[src/rtl/pov_pkg.sv]
// Shared FSM state encoding, default geometry and width helper for the POV column driver.
package pov_pkg;

  typedef enum logic [2:0] {
    IDLE,
    FETCH,
    LOAD,
    SHIFT_LO,
    SHIFT_HI,
    LATCH
  } pov_state_t;

  localparam int unsigned DEF_LED_N    = 16;
  localparam int unsigned DEF_NUM_COLS = 180;
  localparam int unsigned DEF_CLK_DIV  = 2;

  function automatic int unsigned clog2(input int unsigned v);
    int unsigned r;
    r = 0;
    for (int unsigned i = 0; i < 32; i++) begin
      if ((32'd1 << i) < v) r = i + 1;
    end
    return r;
  endfunction

endpackage

[src/rtl/pov_edge_det.sv]
// One-bit rising-edge detector; registered history, combinational strobe.
module pov_edge_det (
  input  logic clk,
  input  logic rst,
  input  logic d,
  output logic rise
);

  logic d_q;

  always_ff @(posedge clk or negedge rst) begin
    if (!rst) d_q <= 1'b0;
    else      d_q <= d;
  end

  assign rise = d & ~d_q;

endmodule

[src/rtl/pov_column_driver.sv]
// POV column driver: turns timer strobes into frame-memory fetches and serial LED-chain loads.
// Optional build macro POV_BLANK_EN blanks the LEDs (oe_n=1) while a column is loaded and shifted.
module pov_column_driver
  import pov_pkg::*;
#(
  parameter int unsigned LED_N    = DEF_LED_N,
  parameter int unsigned COL_W    = 8,
  parameter int unsigned NUM_COLS = DEF_NUM_COLS,
  parameter int unsigned CLK_DIV  = DEF_CLK_DIV
) (
  input  logic             clk,
  input  logic             rst,
  input  logic             ready,
  input  logic             cycend,
  input  logic             beg,
  input  logic [LED_N-1:0] mem_data,
  output logic [COL_W-1:0] col_addr,
  output logic             mem_rd,
  output logic             ser_dat,
  output logic             ser_clk,
  output logic             ser_lat,
  output logic             oe_n,
  output logic             busy,
  output logic             overrun
);

  localparam int unsigned BIT_W = clog2(LED_N);
  localparam int unsigned DIV_W = clog2(CLK_DIV + 1);

  pov_state_t state, state_nxt;

  logic             tick, wrap, resync;
  logic [LED_N-1:0] shreg;
  logic [BIT_W-1:0] bit_cnt;
  logic [DIV_W-1:0] div_cnt;
  logic             div_done, timing;
  logic [COL_W-1:0] col_idx, col_nxt;
  logic             skip_adv;
  logic             oe_hold;
  logic             fetch, load, shift, latch_done;

  pov_edge_det u_ready_edge (
    .clk  (clk),
    .rst  (rst),
    .d    (ready),
    .rise (tick)
  );

  pov_edge_det u_cycend_edge (
    .clk  (clk),
    .rst  (rst),
    .d    (cycend),
    .rise (wrap)
  );

  assign resync   = wrap | beg;
  assign timing   = (state == SHIFT_LO) || (state == SHIFT_HI) || (state == LATCH);
  assign div_done = (div_cnt == DIV_W'(CLK_DIV - 1));
  assign col_nxt  = (col_idx == COL_W'(NUM_COLS - 1)) ? '0 : col_idx + COL_W'(1);
  assign ser_dat  = shreg[LED_N-1];

  always_ff @(posedge clk or negedge rst) begin
    if (!rst) state <= IDLE;
    else      state <= state_nxt;
  end

  always_comb begin
    state_nxt  = state;
    fetch      = 1'b0;
    load       = 1'b0;
    shift      = 1'b0;
    latch_done = 1'b0;
    ser_clk    = 1'b0;
    ser_lat    = 1'b0;
    busy       = (state != IDLE);
    case (state)
      IDLE: begin
        if (tick) begin
          fetch     = 1'b1;
          state_nxt = FETCH;
        end
      end
      FETCH: state_nxt = LOAD;
      LOAD: begin
        load      = 1'b1;
        state_nxt = SHIFT_LO;
      end
      SHIFT_LO: begin
        if (div_done) state_nxt = SHIFT_HI;
      end
      SHIFT_HI: begin
        ser_clk = 1'b1;
        if (div_done) begin
          if (bit_cnt == '0) begin
            state_nxt = LATCH;
          end else begin
            shift     = 1'b1;
            state_nxt = SHIFT_LO;
          end
        end
      end
      LATCH: begin
        ser_lat = 1'b1;
        if (div_done) begin
          latch_done = 1'b1;
          state_nxt  = IDLE;
        end
      end
      default: state_nxt = IDLE;
    endcase
  end

  always_ff @(posedge clk or negedge rst) begin
    if (!rst) begin
      col_addr <= '0;
      mem_rd   <= 1'b0;
      shreg    <= '0;
      bit_cnt  <= '0;
      div_cnt  <= '0;
      overrun  <= 1'b0;
    end else begin
      mem_rd <= fetch;
      // a resync coinciding with the fetch already forces the address to column 0
      if (fetch) col_addr <= resync ? '0 : col_idx;
      if (load) begin
        shreg   <= mem_data;
        bit_cnt <= BIT_W'(LED_N - 1);
      end else if (shift) begin
        shreg   <= {shreg[LED_N-2:0], 1'b0};
        bit_cnt <= bit_cnt - BIT_W'(1);
      end
      div_cnt <= (!timing || div_done) ? '0 : div_cnt + DIV_W'(1);
      if (tick && busy) overrun <= 1'b1;
    end
  end

  // A resync during a column zeroes the index now and holds it there when that column latches.
  always_ff @(posedge clk or negedge rst) begin
    if (!rst) begin
      col_idx  <= '0;
      skip_adv <= 1'b0;
    end else if (resync) begin
      col_idx  <= '0;
      skip_adv <= busy && !latch_done;
    end else if (latch_done) begin
      if (!skip_adv) col_idx <= col_nxt;
      skip_adv <= 1'b0;
    end
  end

  always_ff @(posedge clk or negedge rst) begin
    if (!rst) oe_hold <= 1'b1;
    else      oe_hold <= 1'b0;
  end

`ifdef POV_BLANK_EN
  assign oe_n = oe_hold | (state == LOAD) | (state == SHIFT_LO) |
                (state == SHIFT_HI) | (state == LATCH);
`else
  assign oe_n = oe_hold;
`endif

endmodule

[config.mk]
export PLATFORM = sky130hd
export DESIGN_NAME = pov_column_driver
export DESIGN_NICKNAME = d
export VERILOG_FILES = /design/src/rtl/pov_pkg.sv /design/src/rtl/pov_edge_det.sv /design/src/rtl/pov_column_driver.sv
export SDC_FILE = /design/constraint.sdc
export NUM_CORES = 1
export LEC_CHECK = 0
export ABC_AREA = 1
export BUFFER_PORTS_ARGS = -buffer_cell sky130_fd_sc_hd__buf_2
export CORE_ASPECT_RATIO = 0.6
export CORE_MARGIN = 1.5
export CORE_UTILIZATION = 55
export CTS_BUF_LIST = sky130_fd_sc_hd__clkbuf_2
export DETAILED_ROUTE_END_ITERATION = 16
export GPL_ROUTABILITY_DRIVEN = 0
export GPL_TIMING_DRIVEN = 0
export PLACE_DENSITY = 0.77
export SYNTH_ARGS = -nofsm -noshare
export SYNTH_HDL_FRONTEND = slang
export SYNTH_HIERARCHICAL = 1
export SYNTH_SLANG_ARGS = --single-unit
[constraint.sdc]
create_clock -name clk -period 1.67 [get_ports clk]
set_input_delay 0.334 -clock clk [delete_from_list [all_inputs] [get_ports clk]]
set_output_delay 0.334 -clock clk [all_outputs]
set_load 0.02 [all_outputs]
* Word-level counts from Yosys, hierarchy flattened
Cells that the tools add are included.
** Storage, ports and cells
- Register bits after elaboration :: 47
- Bits in latches :: 0
- Memory bits (writable) :: 0
- Memory bits (read-only) :: 0
- Input port bits :: 21
- Output and inout port bits :: 15
- Logic and storage cells :: 74
- Memories :: 0
** Operators by class
- Add/sub/neg operators :: 3
- Multipliers :: 0
- Divide/modulo/power cells :: 0
- Magnitude comparators :: 0
- Equal/unequal tests :: 12
- Shift operators :: 0
- Multiplexer cells :: 28
- Bitwise logic cells :: 5
- Reduce and logical (&&, ||, !) cells :: 14
** Operator list (number)
- 2-to-1 mux 8 bit :: 5
- 2-to-1 mux 16 bit :: 2
- one-hot mux 3 bit (6 select lines) :: 1
- 2-to-1 mux 3 bit :: 5
- 2-to-1 mux 1 bit :: 12
- inequality test 2 bit, second input constant :: 5
- adder 8 x 1 -> 8 bit, second input constant :: 1
- == test 8 bit, second input constant :: 1
- 2-to-1 mux 4 bit :: 2
- == test 3 x 2 -> 1 bit, second input constant :: 2
- == test 3 bit, second input constant :: 2
- logical NOT 4 bit :: 1
- AND reduction 4 bit :: 1
- nonzero test 2 bit :: 2
- subtractor 4 x 1 -> 4 bit, second input constant :: 1
- == test 3 x 1 -> 1 bit, second input constant :: 1
- logical NOT 3 bit :: 1
- logical OR 1 bit :: 3
- nonzero test 3 bit :: 1
- adder 2 x 1 -> 2 bit, second input constant :: 1
- bitwise AND 1 bit :: 2
- == test 2 x 1 -> 1 bit, second input constant :: 1
- logical AND 1 bit :: 2
- logical NOT 1 bit :: 2
- 4 further kinds :: 5

* Depth between registers and ports, before layout
- Depth in word-level cells :: 6
- Gate-level depth with buffers :: 10
- Mapped depth without buffers :: 9

* Hierarchy
Netlist, hierarchy kept.
** Modules (own cells, without submodules)
- pov_column_driver :: instances 1, cells an instance 319, area each 2347.3 sq um, sequential area each 1127.3 sq um
- pov_edge_det :: instances 2, cells an instance 3, area each 35.0 sq um, sequential area each 25.0 sq um

* Least setup slack after synthesis
OpenSTA, ideal clock, no wires.
- Path type :: register to register
- Start :: register bit_cnt[0]
- End :: register bit_cnt[1]
- Setup time :: 130 ps
- Arrival :: 1292 ps
- Data required time :: 1540 ps
- Slack :: 248 ps
- Stages on the path, launching flop included :: 11
- Buffers on the path :: 1
- Clock period less this slack :: 1422 ps
- Cells stage by stage :: dfrtp_1 -> inv_1 -> ha_1 -> nand2_1 -> nor2_1 -> nor2_2 -> nand2_2 -> buf_2 -> nand2_1 -> nand2_1 -> nand2_1
** Between the ends
- Cells in the longest elaborated chain, start to end :: 5
** Ends and longest elaborated chain
- from (decl) :: line pov_column_driver.sv:34 : logic [BIT_W-1:0] bit_cnt;
- from (signal assigned) :: line pov_column_driver.sv:127 : bit_cnt <= BIT_W'(LED_N - 1);
- from (signal assigned) :: line pov_column_driver.sv:130 : bit_cnt <= bit_cnt - BIT_W'(1);
- branches (longest 5 deep; another with subtractor 4 x 1 -> 4 bit)
Parallel ways; which one is timed is not known. The select of a mux whose other input is x is not followed.
A chain may end at the register's enable or synchronous reset.

* Worst setup path in the final report
- Start :: register state[0]
- End :: output busy
** Between the ends
- Cells in the longest elaborated chain, start to end :: 1
** Ends and longest elaborated chain
- from (decl) :: line pov_column_driver.sv:30 : pov_state_t state, state_nxt;
- from (signal assigned) :: line pov_column_driver.sv:64 : else state <= state_nxt;
- nonzero test 3 bit :: line pov_column_driver.sv:75 : busy = (state != IDLE);
- to (decl) :: line pov_column_driver.sv:23 : output logic busy,
Every way passes these cells.

==> Flow_metrics.wiki <==
{| class="wikitable"
! Metric !! Value
|-
| Psw || 1.56 mW
|-
| Worst setup skew after layout || 23.3 ps
|-
| Worst-margin pin slew || 981 ps
|-
| Share of power burned in registers || 43.3%
|-
| Cell with the most instances after synthesis || sky130_fd_sc_hd__nand2_1
|-
| Switching fraction of total power || 42.8%
|-
| GRT overflow || 0
|-
| Register-to-register setup slack || 80 ps
|-
| Netlist cell types || 28
|-
| Prevailing post-synth register cell || sky130_fd_sc_hd__dfrtp_1
|-
| Share of post-route cells with drive strength above 1 || 22.7%
|-
| RSZ-0062 raised after global routing || true
|-
| Met2 demand-to-capacity share in global routing || 36.1%
|-
| Routed wire length || 5310 um
|-
| Post-synthesis area per instance || 7.44 um2
|-
| CP Launch Type || flip-flop
|-
| Final hold slack || 15.6 ps
|-
| Leak Pwr || 1.59 nW
|-
| Via count of the first global-routing pass || 2,018
|-
| First-iteration detailed-routing DRC count || 134
|-
| Class of the most critical setup path || reg2out
|-
| Total number of cells along the worst setup path || 3
|-
| Post-synthesis sequential element count || 47
|-
| Die Wd || 88.6 um
|-
| Crit path cell chain || nor2_4 > nand2_2 > buf_4
|-
| Diodes inserted || 0
|-
| Max H-tree Level || 2
|-
| Number of enable flip-flop cells after synthesis || 0
|-
| Data arrival time of the critical path || 1320 ps
|-
| Count of endpoints failing setup in the final report || 0
|-
| MaxCap Viol Count || 0
|-
| Clock transition at the registers of the reported paths || 260 ps
|-
| Clock share of power || 13.2%
|-
| # clock sinks || 47
|-
| Filler Cell Count || 353
|-
| Insertion delay to the later sink of the worst-skew pair || 420 ps
|-
| Maximum number of pins on one net before global-route repair || 48
|-
| Effective utilization at floorplan || 58.0%
|-
| Ports placed on the boundary || 36
|-
| Final worst setup slack || 11.4 ps
|-
| Slowest Stage Delay on Critical Path || 490 ps
|-
| Data required time of the critical path || 1340 ps
|-
| Pre-antenna DRT Iters || 4
|-
| M1 GR Usage || 34.1%
|-
| Core Util, Final || 68.5%
|-
| Deepest clock path buffer count || 2
|-
| Cells taking the most area after synthesis || sky130_fd_sc_hd__dfrtp_1 48%, sky130_fd_sc_hd__nand2_1 22%, sky130_fd_sc_hd__nand3_1 8.7%, sky130_fd_sc_hd__inv_1 3.6%, sky130_fd_sc_hd__nor2_1 3.3%
|-
| Top cell types by occurrence after synthesis || 143 x sky130_fd_sc_hd__nand2_1, 46 x sky130_fd_sc_hd__dfrtp_1, 42 x sky130_fd_sc_hd__nand3_1
|-
| Floorplan row count || 18
|-
| Number of remaining DRC errors || 0
|-
| Clock tree from TritonCTS || done
|-
| CTS Buf Count || 5
|-
| Worst setup path startpoint || state[0]
|-
| Chip Height || 54.4 um
|-
| Proportion of netlist area held by the largest area contributor || 47.6%
|-
| Total number of vias || 2,170
|-
| Worst min path class || in2async
|-
| Number of hold violations in the final report || 0
|-
| Combinational power share || 43.5%
|-
| Library cell with the largest summed area after synthesis || sky130_fd_sc_hd__dfrtp_1
|-
| Wire length per cell after detailed routing || 12.1 um
|-
| Routing usage on met3 || 6.33%
|-
| Worst-path fanout max || 4
|-
| Number of cells on the worst reg-to-reg path || 10
|-
| Netlist Area Pre-Place || 2420 um2
|-
| Run status || finished, final reports clean
|-
| Crit Reg-Reg Startpoint || bit_cnt[0]
|-
| FF-to-FF End || shreg[9]
|-
| Delay-heaviest family, CP || flip-flops
|-
| Total number of yosys warnings || 6
|-
| Remaining antenna violation count after routing || 0
|-
| Cell at the root of the clock tree || sky130_fd_sc_hd__clkbuf_2
|-
| Power per cell area || 1280 nW/um2
|-
| Area growth, synth to finish || 18.1%
|-
| Minimum clock period || 1660 ps
|-
| DP Area || 2670 um2
|-
| DP HPWL || 3610 um
|-
| Area of the placeable core || 4170 um2
|-
| Count of pins over their slew limit || 0
|-
| Busiest metal layer after global routing || met2
|-
| Async S/R FF share, synth || 100%
|-
| Relative slew slack || 34.6%
|-
| Cell internal pwr || 2.09 mW
|-
| Worst Setup Slack post-DPL || -7.62 ps
|-
| Count of mapped cells out of synthesis || 325
|-
| Cell type of the slowest stage on the worst timing path || sky130_fd_sc_hd__dfrtp_2
|-
| Post-Syn Nets || 349
|-
| Largest vdd supply drop || 967 uV
|-
| Period Utilization, post-route || 99.3%
|-
| Number of antenna violations at the first check in global routing || 0
|-
| Total global routing track utilization || 24.0%
|-
| Endpoint kind of the worst setup timing path || output port
|-
| Detailed-route vias per instance || 4.94
|-
| Count of buffers inserted at the top-level ports || 35
|-
| Critical path endpoint || busy
|-
| Maximum frequency from static timing analysis || 603 MHz
|-
| Final Net Count || 402
|-
| Register area share after synthesis || 48.7%
|-
| Wire length of the first global-routing pass || 8680 um
|-
| Area of all placed cells without fillers || 2860 um2
|-
| WP buf/inv || 1
|-
| Area enclosed by the die boundary || 4810 um2
|}
## cell families after synthesis
group | share of synthesized area [%]
AND/OR/NAND/NOR | 40.0
other | 0.155
AO/OA/AOI/OAI | 2.74
flip-flops | 48.7
buffers and inverters | 6.47
XOR/XNOR | 0.362
adder cells (fa/ha/maj) | 1.55
## how the worst min path moves through the flow
stage | start | endpoint | slack (ps) | depth (start not counted)
2_1_floorplan | rst | bit_cnt[0] | 40 | 0
3_3_place_gp | div_cnt[0] | div_cnt[0] | 420 | 1
3_5_place_dp | div_cnt[0] | div_cnt[0] | 440 | 1
4_1_cts | ready | u_ready_edge/d_q | 1 | 1
5_1_grt | mem_data[0] | shreg[0] | 60 | 3
6_report | rst | shreg[6] | 20 | 1
## routing by layer
layer / share of wire [%] / routed length (um)
met1: 51 / 2710
met2: 42 / 2250
met3: 5.9 / 311
met4: 0.62 / 33
met5: 0 / 0
## area by class of cell
cell class,count,area (um2),area share [%]
buffer,10,67.6,2.37
tap,60,75.1,2.63
timing repair buffer,46,272,9.51
clock inverter,3,18.8,0.657
inverter,27,104,3.64
sequential,47,1180,41.3
multi-input combinational,241,1110,39.0
clock buffer,5,25.0,0.876
## stage by stage
stage | total power, mW | setup TNS (ps) | std cells
2_1_floorplan | 2.65 | 0 | 325
3_3_place_gp | 2.97 | 0 | 420
3_5_place_dp | 3.01 | -7.62 | 420
4_1_cts | 3.62 | -9.51 | 432
5_1_grt | 3.96 | -656 | 439
6_report | 3.65 | 0 | 439
## worst register-to-register path, delay by kind of cell (launching register included)
family,cells,cell delay (ps)
AND/OR/NAND/NOR,7,690
flip-flops,1,440
buffers and inverters,2,220
adder cells (fa/ha/maj),1,200
## repair_timing
action | 4_1_cts | 5_1_grt
pin swaps | 1 | 3
hold endpoints to repair | 0 | 2
endpoints found under the setup margin | 15 | 31
gates resized for setup | 14 | 7
setup buffers | 4 | 4
gates cloned | 0 | 1
hold buffers | 0 | 2
## power groups by stage
| stage | clock [mW] | sequential (mW) | combinational (mW) |
|---|---|---|---|
| finish | 0.481 | 1.58 | 1.59 |
| CTS | 0.500 | 1.57 | 1.55 |
| floorplan | 0 | 1.57 | 1.08 |
| detailed placement | 0 | 1.59 | 1.42 |
| global route | 0.544 | 1.61 | 1.80 |
| global placement | 0 | 1.58 | 1.39 |
## sequential cells by signal, indices dropped and copies added, names as in the netlist
| signal | flops |
|---|---|
| mem_rd | 1 |
| col_idx | 8 |
| shreg | 16 |
| bit_cnt | 4 |
| oe_n | 1 |
| u_ready_edge/d_q | 1 |
| col_addr | 8 |
| overrun | 1 |
| skip_adv | 1 |
| state | 3 |
| div_cnt | 2 |
| u_cycend_edge/d_q | 1 |
## cell usage in the layout, fill, tap and decap left out, types with 2 or more instances in the layout
cell type / netlist / layout
sky130_fd_sc_hd__clkbuf_2: 0 / 5
sky130_fd_sc_hd__o21bai_1: 2 / 2
sky130_fd_sc_hd__nand2_4: 2 / 2
sky130_fd_sc_hd__nor2_2: 6 / 5
sky130_fd_sc_hd__buf_4: 1 / 11
sky130_fd_sc_hd__nand2_1: 143 / 140
sky130_fd_sc_hd__nand3_1: 42 / 42
sky130_fd_sc_hd__buf_6: 1 / 4
sky130_fd_sc_hd__o21ai_0: 2 / 2
sky130_fd_sc_hd__dfrtp_1: 46 / 44
sky130_fd_sc_hd__nor2_4: 1 / 3
sky130_fd_sc_hd__a21oi_1: 3 / 3
sky130_fd_sc_hd__dfrtp_2: 0 / 2
sky130_fd_sc_hd__buf_2: 5 / 36
sky130_fd_sc_hd__dlygate4sd3_1: 0 / 2
sky130_fd_sc_hd__nand2_2: 1 / 4
sky130_fd_sc_hd__inv_2: 4 / 5
sky130_fd_sc_hd__o21ai_1: 4 / 4
sky130_fd_sc_hd__inv_1: 23 / 21
sky130_fd_sc_hd__nand4_1: 5 / 5
sky130_fd_sc_hd__nor2_1: 21 / 20
sky130_fd_sc_hd__ha_1: 3 / 2
sky130_fd_sc_hd__clkinv_2: 0 / 2
sky130_fd_sc_hd__clkbuf_1: 2 / 2
No activity file was read; power rests on OpenSTA's default activity.
